`config.mk`:
```
export PLATFORM = sky130hd
export DESIGN_NAME = sensor_conditioner_flat
export DESIGN_NICKNAME = d
export VERILOG_FILES = /design/src/rtl/sensor_pkg.sv /design/src/rtl/sensor_conditioner_if.sv /design/src/rtl/sensor_debounce.sv /design/src/rtl/sensor_conditioner.sv /design/src/flat_wrapper.sv
export SDC_FILE = /design/constraint.sdc
export NUM_CORES = 1
export LEC_CHECK = 0
export ABC_AREA = 1
export BUFFER_PORTS_ARGS = -buffer_cell sky130_fd_sc_hd__buf_4
export CORE_MARGIN = 4
export CORE_UTILIZATION = 42
export DETAILED_ROUTE_END_ITERATION = 6
export SYNTH_ARGS = -nofsm -noshare
export SYNTH_HDL_FRONTEND = slang
export SYNTH_SLANG_ARGS = --single-unit
```
`constraint.sdc`:
```
create_clock -name i_clk -period 3 [get_ports i_clk]
set_input_delay 0.15 -clock i_clk [delete_from_list [all_inputs] [get_ports i_clk]]
set_output_delay 0.15 -clock i_clk [all_outputs]
set_load 0.01 [all_outputs]
```
`src/rtl/sensor_pkg.sv`:
```
// Shared constants and helpers for the sensor conditioner.
//   N_SENSORS_DEF : default channel count (S1..S6 -> bits 0..5)
//   DEBOUNCE_DEF  : default debounce length in synchronised cycles
//   ID_W          : event index width for the default channel count
//   lowest_set()  : index of the lowest set bit among the first n bits
package sensor_pkg;

  localparam int N_SENSORS_DEF = 6;
  localparam int DEBOUNCE_DEF  = 16;
  localparam int ID_W          = $clog2(N_SENSORS_DEF);

  // Returns 0 when no bit is set; callers qualify the result with their own "any" flag.
  function automatic int lowest_set(input logic [31:0] v, input int n);
    int idx;
    idx = 0;
    for (int i = 31; i >= 0; i--) begin
      if (i < n && v[i]) idx = i;
    end
    return idx;
  endfunction

endpackage

```
`src/rtl/sensor_conditioner_if.sv`:
```
// Event channel between the sensor conditioner and the train controller.
//   evt_valid   : an event is pending
//   evt_id      : index of the pending sensor, valid only while evt_valid
//   evt_ack     : consumer accepts the pending event
//   evt_overrun : sticky flag, at least one rise event was dropped
// Modports: master = conditioner (producer), slave = controller (consumer).
interface sensor_conditioner_if
  import sensor_pkg::*;
#(
  parameter int ID_W_P = ID_W
);
  logic              evt_valid;
  logic [ID_W_P-1:0] evt_id;
  logic              evt_ack;
  logic              evt_overrun;

  modport master (output evt_valid, output evt_id, output evt_overrun, input evt_ack);
  modport slave  (input evt_valid, input evt_id, input evt_overrun, output evt_ack);
endinterface

```
`src/rtl/sensor_debounce.sv`:
```
// One sensor channel: two-flop synchroniser, debounce counter, stable level
// and a registered rising-edge pulse.
//   i_clk, i_rst_n : clock, asynchronous active-low reset
//   i_s_in         : raw asynchronous sensor level
//   o_stable       : debounced level
//   o_rise         : one-cycle pulse in the first cycle o_stable is 1
module sensor_debounce
  import sensor_pkg::*;
#(
  parameter int DEBOUNCE_CYCLES = DEBOUNCE_DEF
) (
  input  logic i_clk,
  input  logic i_rst_n,
  input  logic i_s_in,
  output logic o_stable,
  output logic o_rise
);
  localparam int CNT_W = $clog2(DEBOUNCE_CYCLES + 1);

  logic             r_sync1;
  logic             r_sync2;
  logic [CNT_W-1:0] r_cnt;
  logic             r_stable;
  logic             r_rise;

  always_ff @(posedge i_clk or negedge i_rst_n) begin
    if (!i_rst_n) begin
      r_sync1  <= 1'b0;
      r_sync2  <= 1'b0;
      r_cnt    <= '0;
      r_stable <= 1'b0;
      r_rise   <= 1'b0;
    end else begin
      r_sync1 <= i_s_in;
      r_sync2 <= r_sync1;
      r_rise  <= 1'b0;
      if (r_sync2 == r_stable) begin
        r_cnt <= '0;
      end else if (r_cnt == CNT_W'(DEBOUNCE_CYCLES - 1)) begin
        r_stable <= r_sync2;
        // Rise pulse coincides with the first cycle of the new stable high level.
        r_rise   <= r_sync2;
        r_cnt    <= '0;
      end else begin
        r_cnt <= r_cnt + CNT_W'(1);
      end
    end
  end

  assign o_stable = r_stable;
  assign o_rise   = r_rise;
endmodule

```
`src/rtl/sensor_conditioner.sv`:
```
// Front end for the train controller: conditions the raw track sensors and
// presents one "train passed sensor N" event at a time.
//   i_clk, i_rst_n : clock, asynchronous active-low reset
//   i_s_in         : raw sensor levels, active-high
//   o_s_stable     : debounced sensor levels
//   o_s_rise       : per-channel one-cycle pulse on stable 0->1
//   evt (master)   : valid/ack event channel with sticky overrun flag
module sensor_conditioner
  import sensor_pkg::*;
#(
  parameter int N_SENSORS       = N_SENSORS_DEF,
  parameter int DEBOUNCE_CYCLES = DEBOUNCE_DEF
) (
  input  logic                 i_clk,
  input  logic                 i_rst_n,
  input  logic [N_SENSORS-1:0] i_s_in,
  output logic [N_SENSORS-1:0] o_s_stable,
  output logic [N_SENSORS-1:0] o_s_rise,
  sensor_conditioner_if.master evt
);
  localparam int ID_L = $clog2(N_SENSORS);

  logic [N_SENSORS-1:0] w_stable;
  logic [N_SENSORS-1:0] w_rise;
  logic                 w_rise_any;
  logic                 w_rise_multi;
  logic [ID_L-1:0]      w_sel;
  logic                 w_ack;
  logic                 w_ovr_set;

  logic                 r_valid;
  logic [ID_L-1:0]      r_id;
  logic                 r_overrun;

  for (genvar g = 0; g < N_SENSORS; g++) begin : g_ch
    sensor_debounce #(
      .DEBOUNCE_CYCLES(DEBOUNCE_CYCLES)
    ) u_deb (
      .i_clk   (i_clk),
      .i_rst_n (i_rst_n),
      .i_s_in  (i_s_in[g]),
      .o_stable(w_stable[g]),
      .o_rise  (w_rise[g])
    );
  end

  assign w_rise_any   = |w_rise;
  // More than one bit set: clearing the lowest set bit leaves something behind.
  assign w_rise_multi = (w_rise & (w_rise - 1'b1)) != '0;
  assign w_sel        = ID_L'(lowest_set(32'(w_rise), N_SENSORS));
  assign w_ack        = evt.evt_ack && r_valid;
  // An event is lost if a rise arrives while one is pending and not being
  // accepted, or if several channels rise together (only the lowest is kept).
  assign w_ovr_set    = (r_valid && !w_ack && w_rise_any) || w_rise_multi;

  always_ff @(posedge i_clk or negedge i_rst_n) begin
    if (!i_rst_n) begin
      r_valid   <= 1'b0;
      r_id      <= '0;
      r_overrun <= 1'b0;
    end else begin
      if (w_ack) begin
        if (w_rise_any) r_id    <= w_sel;
        else            r_valid <= 1'b0;
      end else if (!r_valid && w_rise_any) begin
        r_valid <= 1'b1;
        r_id    <= w_sel;
      end

      if (w_ovr_set)  r_overrun <= 1'b1;
      else if (w_ack) r_overrun <= 1'b0;
    end
  end

  assign o_s_stable      = w_stable;
  assign o_s_rise        = w_rise;
  assign evt.evt_valid   = r_valid;
  assign evt.evt_id      = r_id;
  assign evt.evt_overrun = r_overrun;
endmodule

```
`src/flat_wrapper.sv`:
```
// flat-port wrapper written by rule: the top's interface ports become plain ports
module sensor_conditioner_flat import sensor_pkg::*;
#(
  parameter int N_SENSORS       = N_SENSORS_DEF,
  parameter int DEBOUNCE_CYCLES = DEBOUNCE_DEF
)
  (i_clk, i_rst_n, i_s_in, o_s_stable, o_s_rise, evt_evt_valid, evt_evt_id, evt_evt_overrun, evt_evt_ack);
  sensor_conditioner_if #(.ID_W_P(3)) evt_i ();
  input  logic i_clk;
  input  logic i_rst_n;
  input  logic [N_SENSORS-1:0] i_s_in;
  output logic [N_SENSORS-1:0] o_s_stable;
  output logic [N_SENSORS-1:0] o_s_rise;
  output wire logic [$bits(evt_i.evt_valid)-1:0] evt_evt_valid;
  output wire logic [$bits(evt_i.evt_id)-1:0] evt_evt_id;
  output wire logic [$bits(evt_i.evt_overrun)-1:0] evt_evt_overrun;
  input wire logic [$bits(evt_i.evt_ack)-1:0] evt_evt_ack;
  assign evt_evt_valid = evt_i.evt_valid;
  assign evt_evt_id = evt_i.evt_id;
  assign evt_evt_overrun = evt_i.evt_overrun;
  assign evt_i.evt_ack = evt_evt_ack;
  sensor_conditioner #(.N_SENSORS(N_SENSORS), .DEBOUNCE_CYCLES(DEBOUNCE_CYCLES)) u_core (.i_clk(i_clk), .i_rst_n(i_rst_n), .i_s_in(i_s_in), .o_s_stable(o_s_stable), .o_s_rise(o_s_rise), .evt(evt_i));
endmodule
```
Word-level counts from Yosys, hierarchy flattened
Cells that the tools add are included.

Logic and storage cells: 118. Register bits after elaboration: 59. Bits of input ports: 9. Output and inout port bits: 17.

Add/subtract/negate cells: 7. Multiplexer cells: 38. Reduce and logical (&&, ||, !) cells: 19. Equal/unequal tests: 14. Bitwise logic cells: 7.

Operator list (number): $mux 5 (12); $add 5x1->5 const B (6); $eq 5x4->1 const B (6); $mux 3 (9); $mux 1 (17); $reduce_and 2->1 (8); $and 6x6->6 (1); $eq 1x1->1 (6); $not 1->1 (6); $reduce_bool 6->1 (1); $reduce_or 6->1 (1); $sub 6x1->6 const B (1); $logic_and 1x1->1 (4); $reduce_bool 2->1 (2); $logic_not 1->1 (2); $ne 2x1->1 const B (1); $ne 2x2->1 const B (1); $logic_or 1x1->1 (1).

Longest topological paths before layout
Depth in word-level cells: 8. Mapped depth: 7.

Hierarchy
Synthesis repeated with hierarchy kept, for this count alone.

Cell total of the unflattened synthesis: 280. Area, all modules: 2464.9 µm².

By module, submodules not included: sensor_debounce (area an instance 355.3 µm², sequential area each 225.2 µm², times used 6, cells an instance 38); sensor_conditioner (area an instance 332.8 µm², sequential area each 125.1 µm², times used 1, cells an instance 52).

Least setup slack after synthesis
OpenSTA, ideal clock, no wires.

Path type: register -> register. Start: register u_core.g_ch[3].u_deb.r_cnt[0]. End: register u_core.g_ch[3].u_deb.r_cnt[0]. Buffers on the path: 0. Library setup time: 0.071 ns. Slack: 1.836 ns. Data arrival time: 1.093 ns. Clock period less this slack: 1.164 ns. Required time: 2.929 ns. Cell stages (with the launch flop): 8. Path through: dfrtp_1 ha_1 nand2_1 nor2_1 nand2_1 inv_1 or2_1 nor2_1.

Word-level cells in the longest chain between the ends: 3. Elaborated cells between the ends (all ways): 4.

RTL lines: start, declared (RTL line sensor_debounce.sv:22) `logic [CNT_W-1:0] r_cnt;`; start signal, assigned (RTL line sensor_debounce.sv:45) `r_cnt <= r_cnt + CNT_W'(1);`; $add 5x1->5 / $eq 5x4->1 (equally long branches) (RTL line sensor_debounce.sv:45, sensor_debounce.sv:39); $mux 5 (*) (RTL line sensor_debounce.sv:39) `end else if (r_cnt == CNT_W'(DEBOUNCE_CYCLES - 1)) begin`; $mux 5 (*) (RTL line sensor_debounce.sv:37) `if (r_sync2 == r_stable) begin`.

Mark *: on every way between the ends. The rest lies on a longest branch, timed or not. A chain may end at the register's enable or synchronous reset.

Worst setup path after layout
Ends and elaborated chain as after synthesis.

==> run metrics <==
Final Critical Period approximately 1.3 ns; ys flop type dfrtp_1; x dimension of the die a little over 80 um; Mapped Avg Cell Area about 10 um2; antenna violation net count after detailed routing 0; status complete, no violations; setup TNS 0 ns; routability congestion estimate just over 0.7; multi-input logic area 707 um2; most frequent cells in the layout dfrtp_1, nor2_1, nand2_1; worst-path cell chain ha_1, nand2_1, nor2_1, nand2_1, inv_1, or2_1, nor2_1; critical path endpoint category flop; routed len/inst 10.7 um; first-pass GRT wire length ~6.8 mm; via count ~1500; fillers 510; Synth async-reset ratio 1.00; Required @ worst endpoint ~3.3 ns; antenna cells 0; Num Clock Sinks around 60; Row Count 27; #FFs+latches synth 59; TritonCTS buffer count 9; vias in the first global route around 1600; Max FO, Critical Path 3; Slowest cell on crit path dfrtp_1; net count after synthesis approximately 240; Overflow after GRT 0; CTS root buf clkbuf_8; peak supply drop between 0.0003 and 0.0004 V; height of the die about 83 um; post-layout util 0.513; total power ~1.6 mW; initial core utilization 0.430; Peak Freq roughly 800 MHz; clk_skew ~0.0055 ns; Slew Limit Fails 0; port bufs 25; Hold Fails Final Rpt 0; Max-Cap Viols 0; hpwl dp 2.47 mm; commonest non-fill, non-tap cell in the layout dfrtp_1; design area 2810 um2; Crit Path Class reg -> reg; Post-Syn Instances ~230; RSZ-0062 raised after global routing false; synthesis-to-layout area growth 19.2%; Post-Synthesis Cell Area about 2400 um2; fin crit share 0.418; final wirelength ~3.6 mm; max incr delay on CP 0.40 ns; Bufs on Longest Clock Path 2; share of layout cells above drive strength 1 0.144; Post CTS Setup Buffer Count 0; Synth cell types 17; initial antenna violation count 0; gr usage total 0.125; yosys warns 0; htree depth 3; sequential-to-total area share from yosys stat 0.627; clock slew at reported path FFs about 0.060 ns; Slew @ Worst Pin between 0.7 and 0.8 ns; DRC 0; Die ar. about 6900 um2; I/O Pins 26; total core area ~5500 um2; EDFF count, synth 0; P_leak ~1.4 nW; Worst Hold Class in -> reg; Iteration-0 DRC Markers 33; Worst Path Arrival roughly 1.5 ns; relative slew slack 0.523; nets 275; Post-DP Area 2540 um2; Power Density ~580 nW/um2; final setup fails 0; Clock Latency Late Sink about 0.33 ns; largest net degree at the start of global routing 60; drt pass-1 iters 4; CTS tree built; vias per cell between 4 and 5; startpoint class of the critical path flop; Register Area between 1000 and 1500 um2
-- routing by layer --
| metal | wire, um | track usage |
|---|---|---|
| met5 | 0 | 0 |
| met2 | 1630 | 0.189 |
| met4 | 103 | 0.0877 |
| met1 | 1720 | 0.150 |
| met3 | 140 | 0.0397 |
-- where the power goes --
group	total [mW]	internal (mW)	leakage, nW	switching [mW]
clock network	0.713	0.424	0.0995	0.289
logic	0.0789	0.0358	0.483	0.0431
registers	0.843	0.825	0.779	0.0178
total	1.63	1.28	1.36	0.350
-- final timing paths --
kind | endpoint | cells after the start | startpoint | slack (ns)
max | u_core.g_ch[3].u_deb.r_cnt[0] | 7 | u_core.g_ch[3].u_deb.r_cnt[0] | 1.75
min | u_core.evt.evt_overrun | 4 | evt_evt_ack | 0.16
max reg2reg | u_core.g_ch[3].u_deb.r_cnt[0] | 7 | u_core.g_ch[3].u_deb.r_cnt[0] | 1.75
min reg2reg | u_core.g_ch[3].u_deb.r_sync2 | 0 | u_core.g_ch[3].u_deb.r_sync1 | 0.35
max in group asynchronous | u_core.g_ch[1].u_deb.r_sync1 | 2 | i_rst_n | 2.10
min in group asynchronous | u_core.g_ch[4].u_deb.r_sync2 | 2 | i_rst_n | 0.42
-- critical path: cells and delay by family (launching register included) --
family                   cells  cell delay [ns]
flip-flops                   1             0.40
adder cells (fa/ha/maj)      1             0.21
AND/OR/NAND/NOR              5             0.52
buffers and inverters        1             0.06
-- cell usage after synthesis (7+ instances only) --
master   count  area, um2
buf_4       12       90.1
dfrtp_1     59       1480
inv_1       22       82.6
nand2_1     31        116
nand3_1     10       50.1
nor2_1      43        161
o21ai_0     11       55.1
or2_1        7       43.8
-- registers in the layout, indices dropped and copies added (netlist names) --
signal,cells
u_core.g_ch.u_deb.r_sync2,6
u_core.evt.evt_valid,1
u_core.evt.evt_id,3
u_core.g_ch.u_deb.r_cnt,30
u_core.evt.evt_overrun,1
u_core.g_ch.u_deb.r_sync1,6
u_core.g_ch.u_deb.o_stable,6
u_core.g_ch.u_deb.o_rise,6
-- cells by family (layout without fill, tap and decap cells) --
kind of cell / count (synthesis) / after routing / synth area share
flip-flops: 59 / 59 / 0.627
buffers and inverters: 34 / 69 / 0.0733
adder cells (fa/ha/maj): 6 / 6 / 0.0319
AND/OR/NAND/NOR: 104 / 104 / 0.192
AO/OA/AOI/OAI: 14 / 14 / 0.0313
XOR/XNOR: 12 / 12 / 0.0446
-- repair_timing --
action / CTS / global route
endpoints found under the hold margin: 65 / 0
gates resized for setup: 0 / 0
hold buffers: 7 / 0
setup endpoints to repair: 0 / 0
-- layout make-up --
class,instances,area share
Timing Repair Buffer,32,0.0918
Multi-Input combinational cell,136,0.252
Sequential cell,59,0.526
Tap cell,72,0.0321
Inverter,22,0.0294
Clock buffer,13,0.0566
Clock inverter,2,0.0125
-- stage by stage --
step | std cells | hold slack, ns | setup WS (ns)
CTS | 336 | 0.141 | 1.73
floorplan | 229 | -0.146 | 1.84
global placement | 314 | 0.259 | 1.79
global route | 336 | 0.215 | 1.58
finish | 336 | 0.158 | 1.75
detailed placement | 314 | 0.260 | 1.75
Note: power is estimated with default switching activity, not from simulation.
